===== config.mk =====
export PLATFORM = sky130hd
export DESIGN_NAME = stream_mux_rr
export DESIGN_NICKNAME = d
export VERILOG_FILES = /design/src/rtl/stream_mux_rr.sv
export SDC_FILE = /design/constraint.sdc
export NUM_CORES = 1
export LEC_CHECK = 0
export BUFFER_PORTS_ARGS = -buffer_cell sky130_fd_sc_hd__clkbuf_2
export CAP_MARGIN = 10
export CORE_MARGIN = 2
export CORE_UTILIZATION = 40
export CTS_CLUSTER_SIZE = 16
export DETAILED_ROUTE_END_ITERATION = 12
export PLACE_DENSITY = 0.79
export SYNTH_ARGS = -nofsm -noshare
export SYNTH_HDL_FRONTEND = slang
export SYNTH_SLANG_ARGS = --single-unit

===== constraint.sdc =====
create_clock -name clk -period 4.3 [get_ports clk]
set_input_delay 0.215 -clock clk [delete_from_list [all_inputs] [get_ports clk]]
set_output_delay 0.215 -clock clk [all_outputs]
set_load 0.02 [all_outputs]

===== src/rtl/stream_mux_rr.sv =====
// rtl/stream_mux_rr.sv - N-channel registered stream mux with explicit-select or round-robin grant
module stream_mux_rr #(
    parameter int WIDTH = 32,
    parameter int NCH   = 4,
    parameter int SELW  = 2
) (
    input  logic                 clk,
    input  logic                 rst_n,
    input  logic                 mode,
    input  logic [SELW-1:0]      sel,
    input  logic [NCH*WIDTH-1:0] in_data,
    input  logic [NCH-1:0]       in_valid,
    output logic [NCH-1:0]       in_ready,
    output logic [WIDTH-1:0]     out_data,
    output logic [SELW-1:0]      out_ch,
    output logic                 out_valid,
    input  logic                 out_ready
);

    logic            can_load;
    logic            grant_vld;
    logic [SELW-1:0] grant;
    logic [SELW-1:0] ptr;
    logic [WIDTH-1:0] grant_data;
    logic            xfer;

    // Output slot is free when empty or being drained this cycle.
    assign can_load = !out_valid || out_ready;

    // Round-robin search is split into two passes: channels at/after ptr, then wrapped ones.
    always_comb begin
        grant_vld = 1'b0;
        grant     = '0;
        if (!mode) begin
            for (int i = 0; i < NCH; i++) begin
                if (sel == SELW'(i) && in_valid[i]) begin
                    grant_vld = 1'b1;
                    grant     = SELW'(i);
                end
            end
        end else begin
            for (int i = 0; i < NCH; i++) begin
                if (!grant_vld && in_valid[i] && SELW'(i) >= ptr) begin
                    grant_vld = 1'b1;
                    grant     = SELW'(i);
                end
            end
            for (int i = 0; i < NCH; i++) begin
                if (!grant_vld && in_valid[i] && SELW'(i) < ptr) begin
                    grant_vld = 1'b1;
                    grant     = SELW'(i);
                end
            end
        end
    end

    always_comb begin
        in_ready   = '0;
        grant_data = '0;
        for (int i = 0; i < NCH; i++) begin
            if (grant == SELW'(i)) begin
                in_ready[i] = rst_n && can_load && grant_vld;
                grant_data  = in_data[i*WIDTH +: WIDTH];
            end
        end
    end

    assign xfer = rst_n && can_load && grant_vld;

    always_ff @(posedge clk or negedge rst_n) begin
        if (!rst_n) begin
            out_valid <= 1'b0;
            out_data  <= '0;
            out_ch    <= '0;
            ptr       <= '0;
        end else if (xfer) begin
            out_valid <= 1'b1;
            out_data  <= grant_data;
            out_ch    <= grant;
            ptr       <= (grant == SELW'(NCH-1)) ? '0 : grant + 1'b1;
        end else if (out_ready) begin
            out_valid <= 1'b0;
        end
    end

endmodule


# Word-level counts from Yosys, hierarchy flattened
# Cells that the tools add are included.
# word_totals
ff_bits	37
latchBits	0
ram_bits	0
rom_bits	0
inputBits	138
output_inout_bits	39
word_cells	94
memories	0
# classes
addsub	1
mul	0
n_div	0
n_lt_le_gt_ge	8
n_eq_ne	6
shift	0
muxes	42
bitwise	0
n_reduce_logical	33
# op_table
operator	count
32-bit two-way mux	4
1-bit two-way mux	28
1-bit logical AND	21
2-bit two-way mux	10
2-bit == test, second input constant	4
1-bit zero test	8
2-bit by 1-bit == test with 1-bit output, second input constant	2
1-bit by 2-bit >= comparator with 1-bit output, first input constant	2
2-bit >= comparator, first input constant	2
2-bit zero test	2
1-bit by 2-bit < comparator with 1-bit output, first input constant	2
2-bit < comparator, first input constant	2
2-bit by 1-bit adder with 2-bit output, second input constant	1
2-bit nonzero test	1
1-bit logical OR	1

# Depth between registers and ports, before layout
# logic_depth
ltp_word	44
depth_mapped	12
ltp_nobuf	10

# Worst setup path after synthesis
# No wires, ideal clock.
# synth_path
path_kind	register -> register
start	register ptr[1]
end	register out_data[0]
setup_ns	0.077
t_arrival_ns	2.521
required_ns	4.223
setup_slack_ns	1.701
path_stages_with_launch	13
path_buffers	3
synth_period_minus_slack_ns	2.599
path_cell_list	dfrtp_1 -> clkbuf_1 -> or3b_2 -> o221ai_1 -> a31oi_1 -> ha_1 -> clkbuf_1 -> nor2b_1 -> clkbuf_1 -> a221oi_1 -> nor3_1 -> a21oi_1 -> a21oi_1
# synth_between
elab_chain_cells	44
elab_cells_between_ends	63
cone_classes	order compare: 8; eq/ne: 3; mux: 28; reduce/logical: 24
# synth_lines
element	line	rtl
start: declaration	23	logic [SELW-1:0] ptr;
start signal: assignment	80	ptr <= (grant == SELW'(NCH-1)) ? '0 : grant + 1'b1;
1-bit by 2-bit >= comparator with 1-bit output	43	if (!grant_vld && in_valid[i] && SELW'(i) >= ptr) begin
1-bit logical AND	43	
1-bit two-way mux	43	
1-bit two-way mux	34	if (!mode) begin
1-bit zero test	43	
1-bit logical AND (2 in a row)	43	
1-bit two-way mux	43	
1-bit two-way mux	34	
(+25 left out)	--	
1-bit zero test	49	if (!grant_vld && in_valid[i] && SELW'(i) < ptr) begin
1-bit logical AND (2 in a row)	49	
2-bit two-way mux (*)	49	
2-bit two-way mux (*)	34	
net grant[0]	22	logic [SELW-1:0] grant;
2-bit zero test	61	if (grant == SELW'(i)) begin
32-bit two-way mux (3 in a row)	61	
32-bit two-way mux (*)	61	
end signal: assignment	78	out_data <= grant_data;
end: declaration	14	output logic [WIDTH-1:0] out_data,
# The timed path passes the listed nets; every way through them passes the cells marked *. The select of a mux whose other input is x is not followed.
# A chain may end at the register's enable or synchronous reset.

# Final worst setup path
# layout_path
start	register ptr[1]
end	output port in_ready[2]
# layout_between
elab_chain_cells	41
elab_cells_between_ends	57
cone_classes	order compare: 8; eq/ne: 1; mux: 25; reduce/logical: 23
# layout_lines
element	line	rtl
1-bit by 2-bit >= comparator with 1-bit output	43	
1-bit logical AND	43	
1-bit two-way mux	43	
1-bit two-way mux	34	
1-bit zero test	43	
1-bit logical AND (2 in a row)	43	
1-bit two-way mux	43	
1-bit two-way mux	34	
(+24 left out)	--	
1-bit two-way mux	34	
1-bit zero test	49	
1-bit logical AND (2 in a row)	49	
2-bit two-way mux (*)	49	
2-bit two-way mux (*)	34	
net grant[0]	22	
2-bit == test (*)	61	
1-bit two-way mux (*)	61	
end: declaration	13	output logic [NCH-1:0] in_ready,
# Marked as above.

==> impl_table.tex <==
\begin{tabular}{lr}
\hline
Metric & Value \\
\hline
\multicolumn{2}{l}{\textbf{Power}} \\
Leakage power & 1.68 nW \\
Power per Cell Area & 459 nW/um\^{}2 \\
Peak ir drop on the vdd network & 0.233 mV \\
\multicolumn{2}{l}{\textbf{Logic synthesis}} \\
FF+latch count, synth & 37 \\
Synthesized-area fraction occupied by xor and xnor cells & 0\% \\
Most instantiated flip-flop cell in the synthesis netlist & sky130\_fd\_sc\_hd\_\_dfrtp\_1 \\
Mux contribution to synthesized area & 2.24\% \\
Mean Syn Cell Area & 8.06 um\^{}2 \\
Synth warnings & 0 \\
Synthesized net count & 447 \\
Count of different cell masters after synthesis & 30 \\
Largest family of logic cells by synthesized area & compound AO/OA/AOI/OAI gates \\
Sequential area share after synthesis & 37.7\% \\
Cell Area, Synth & 2460 um\^{}2 \\
Cells after synthesis & 305 \\
Cell taking the most area after synthesis & sky130\_fd\_sc\_hd\_\_dfrtp\_1 \\
Share of synthesized flip-flops with an asynchronous set or reset & 100\% \\
Most used standard cells in the synthesized netlist & sky130\_fd\_sc\_hd\_\_a21oi\_1 (69), sky130\_fd\_sc\_hd\_\_dfrtp\_1 (37), sky130\_fd\_sc\_hd\_\_nor2b\_1 (34) \\
Fraction of synthesized cell area taken by the top area cell type & 37.7\% \\
Simple-gate share of the synthesized area & 23.2\% \\
Fraction of the mapped netlist area in adder cells & 2.04\% \\
Most frequently used cell type in the post-synthesis netlist & sky130\_fd\_sc\_hd\_\_a21oi\_1 \\
EDFF count, synth & 0 \\
Compound-cell area share of the yosys netlist & 29.0\% \\
Leading cell types by total area after synthesis & sky130\_fd\_sc\_hd\_\_dfrtp\_1 (38\%), sky130\_fd\_sc\_hd\_\_a21oi\_1 (14\%), sky130\_fd\_sc\_hd\_\_a221oi\_1 (11\%) \\
\multicolumn{2}{l}{\textbf{Clocking}} \\
Post-CTS setup buffer count & 0 \\
H-tree levels & 2 \\
Hold bufs inserted after CTS & 1 \\
Number of buffers added by the clock tree synthesis step & 5 \\
Clock-pin transition on the worst setup and hold timing paths & 0.07 ns \\
Post-cts repair resize count & 0 \\
Clock net sink count & 37 \\
Clock tree from TritonCTS & built \\
Clock tree root driver cell & sky130\_fd\_sc\_hd\_\_clkbuf\_8 \\
Clock latency at the later pin of the worst-skew pair & 0.29 ns \\
Clock Tree Buf Depth & 2 \\
\multicolumn{2}{l}{\textbf{Timing}} \\
RSZ-0062 raised after global routing & no \\
Fin crit period & 3.13 ns \\
Total negative slack & 0 ns \\
Final Max Slew Viols & 0 \\
Slew at the pin with the worst max-slew slack & 1.02 ns \\
Minimum hold slack & 0.194 ns \\
Final setup vio count & 0 \\
Remaining max-slew budget at the tightest pin & 31.7\% \\
Highest clock rate & 320 MHz \\
Final Hold Violating Endpoints & 0 \\
Final WS setup & 1.17 ns \\
Period utilisation layout & 72.8\% \\
Setup skew after layout & 0.00347 ns \\
\multicolumn{2}{l}{\textbf{Layout}} \\
Number of antenna diodes & 0 \\
NumNets Final & 607 \\
Final standard cell count with taps included and fillers excluded & 541 \\
Synth-to-layout area growth & 41.2\% \\
Proportion of layout cells with a drive suffix above 1 & 42.9\% \\
Design area & 3470 um\^{}2 \\
\multicolumn{2}{l}{\textbf{Worst setup path}} \\
Kind of capture point of the worst setup path & output pin \\
Required time at the endpoint of the critical path & 4.09 ns \\
Worst path slowest cell & sky130\_fd\_sc\_hd\_\_ha\_2 \\
Startpoint type of the worst setup path & flip-flop \\
Endpoint of the most critical setup path & in\_ready[2] \\
Flop-to-flop setup slack & 1.29 ns \\
Largest driver fanout on the critical path & 65 \\
Worst reg2reg path depth & 11 \\
Terminus of the critical flop-to-flop path & out\_data[0] \\
Category of the most critical setup path & reg -> out \\
Family of cells with the greatest summed delay on the critical path & adder cells \\
Worst reg2reg path startpoint & ptr[1] \\
Count of buffer and inverter cells on the critical path & 2 \\
Max stage delay on crit path & 0.85 ns \\
Stages on worst setup path & 7 \\
Critical Path, Cell by Cell & or3b\_2, o221ai\_1, a31oi\_1, inv\_1, ha\_2, and2\_1, clkbuf\_2 \\
Signal arrival time at the worst endpoint & 2.91 ns \\
Critical Path Start & ptr[1] \\
\multicolumn{2}{l}{\textbf{Placed design}} \\
Post-place instance area & 3360 um\^{}2 \\
Setup Slack @ Placement & 1.34 ns \\
Total placed cells including tap cells & 532 \\
Half-perimeter wire length after detailed placement & 5610 um \\
GP Congestion & 0.814 \\
Number of port buffers & 176 \\
\multicolumn{2}{l}{\textbf{Run}} \\
Max-cap violations & 0 \\
\multicolumn{2}{l}{\textbf{Hold path}} \\
Type of the worst min-delay path & in -> reg \\
\multicolumn{2}{l}{\textbf{Route}} \\
Number of iterations in the first detailed-routing pass & 4 \\
Routed wire length on met2 & 3830 um \\
Wire length per cell & 14.1 um \\
Number of routed nets with antenna violations & 0 \\
Metal1 wirelength & 2980 um \\
Via total after detailed routing & 2855 \\
Routed WL & 7650 um \\
DR vias/cell & 5.28 \\
Iteration-0 DRC Markers & 91 \\
Detailed-route DRC error count & 0 \\
Met3 Routed Length & 705 um \\
Highest metal layer with signal wires & met4 \\
\multicolumn{2}{l}{\textbf{GRT}} \\
Total grt overflow & 0 \\
Total track usage & 21.9\% \\
Number of antenna violations at the first check in global routing & 0 \\
Via count of the first global-routing pass & 2634 \\
First-pass GRT wire length & 11500 um \\
Largest net degree at the start of global routing & 74 \\
\multicolumn{2}{l}{\textbf{Floorplanning}} \\
Floorplan core area & 5920 um\^{}2 \\
Total Die Area & 6790 um\^{}2 \\
X dimension of the die & 82.4 um \\
Number of rows created at floorplan & 28 \\
Top-Level Pins & 177 \\
Effective utilization at floorplan & 41.5\% \\
Die height & 82.4 um \\
\multicolumn{2}{l}{\textbf{Outcome}} \\
Result of the run & finished, final reports clean \\
\hline
\end{tabular}
## worst min-delay path by stage
stage | from | end | slack (ns) | depth (start not counted)
finish | out_ready | out_valid | 0.19 | 3
global route | out_ready | out_valid | 0.20 | 3
CTS | out_ready | out_valid | 0.19 | 3
detailed placement | rst_n | out_valid | 0.30 | 2
global placement | rst_n | out_valid | 0.30 | 2
floorplan | rst_n | out_ch[0] | -0.08 | 0
## sequential cells by signal (all words and copies together) (netlist names)
register / flops
ptr: 2
out_data: 32
out_ch: 2
out_valid: 1
## through the flow
stage / total power (W) / utilization (%)
after detailed placement: 0.00134 / 56.7
after floorplan: 0.00106 / -
after CTS: 0.00161 / 58.6
after global placement: 0.00131 / 56.7
final: 0.00159 / 58.6
after global routing: 0.00171 / 58.6
## layout by cell type, fill, tap and decap left out, types with 2 or more instances in the layout
| master | instances |
|---|---|
| sky130_fd_sc_hd__nor2b_1 | 33 |
| sky130_fd_sc_hd__clkbuf_8 | 7 |
| sky130_fd_sc_hd__nor2_1 | 33 |
| sky130_fd_sc_hd__a21oi_1 | 69 |
| sky130_fd_sc_hd__dfrtp_1 | 37 |
| sky130_fd_sc_hd__nor3_1 | 32 |
| sky130_fd_sc_hd__and2_1 | 4 |
| sky130_fd_sc_hd__nand2b_1 | 2 |
| sky130_fd_sc_hd__inv_1 | 6 |
| sky130_fd_sc_hd__ha_2 | 2 |
| sky130_fd_sc_hd__a221oi_1 | 31 |
| sky130_fd_sc_hd__ha_1 | 2 |
| sky130_fd_sc_hd__o21ai_0 | 2 |
| sky130_fd_sc_hd__buf_4 | 5 |
| sky130_fd_sc_hd__mux2_2 | 4 |
| sky130_fd_sc_hd__clkbuf_2 | 176 |
| sky130_fd_sc_hd__nand2_1 | 4 |
## area by class of cell
class | count | area [um^2]
clock buffer | 7 | 96.3
clock inverter | 1 | 5.00
fill | 545 | 2450
inverter | 7 | 26.3
multi-input combinational | 232 | 1400
sequential | 37 | 926
tap | 75 | 93.8
timing repair buffer | 182 | 928
## logic make-up after synthesis
group / after synthesis
adders and majority gates: 4
muxes: 5
AOI/OAI and AO/OA: 111
and+or+nand+nor: 112
DFF: 37
buffers and inverters: 36
## routing by layer
layer  global-route usage [%]  up-vias
li1                         -     1434
met1                     24.1     1280
met2                     40.4      131
met3                     6.09       10
met4                     7.00        0
met5                        0        -
## report_power, final
part / internal (W) / leakage [nW] / switching (W) / total, W
Sequential: 0.000460 / 0.422 / 0.0000712 / 0.000531
Clock: 0.000145 / 0.0542 / 0.000124 / 0.000269
Combinational: 0.000319 / 1.21 / 0.000474 / 0.000794
Total: 0.000925 / 1.68 / 0.000670 / 0.00159
## worst min-delay path, stage by stage
cell,delay [ns]
sky130_fd_sc_hd__clkbuf_2,0.07
sky130_fd_sc_hd__nand2b_1,0.10
sky130_fd_sc_hd__nand2_1,0.05
Note: power is estimated with default switching activity, not from simulation.
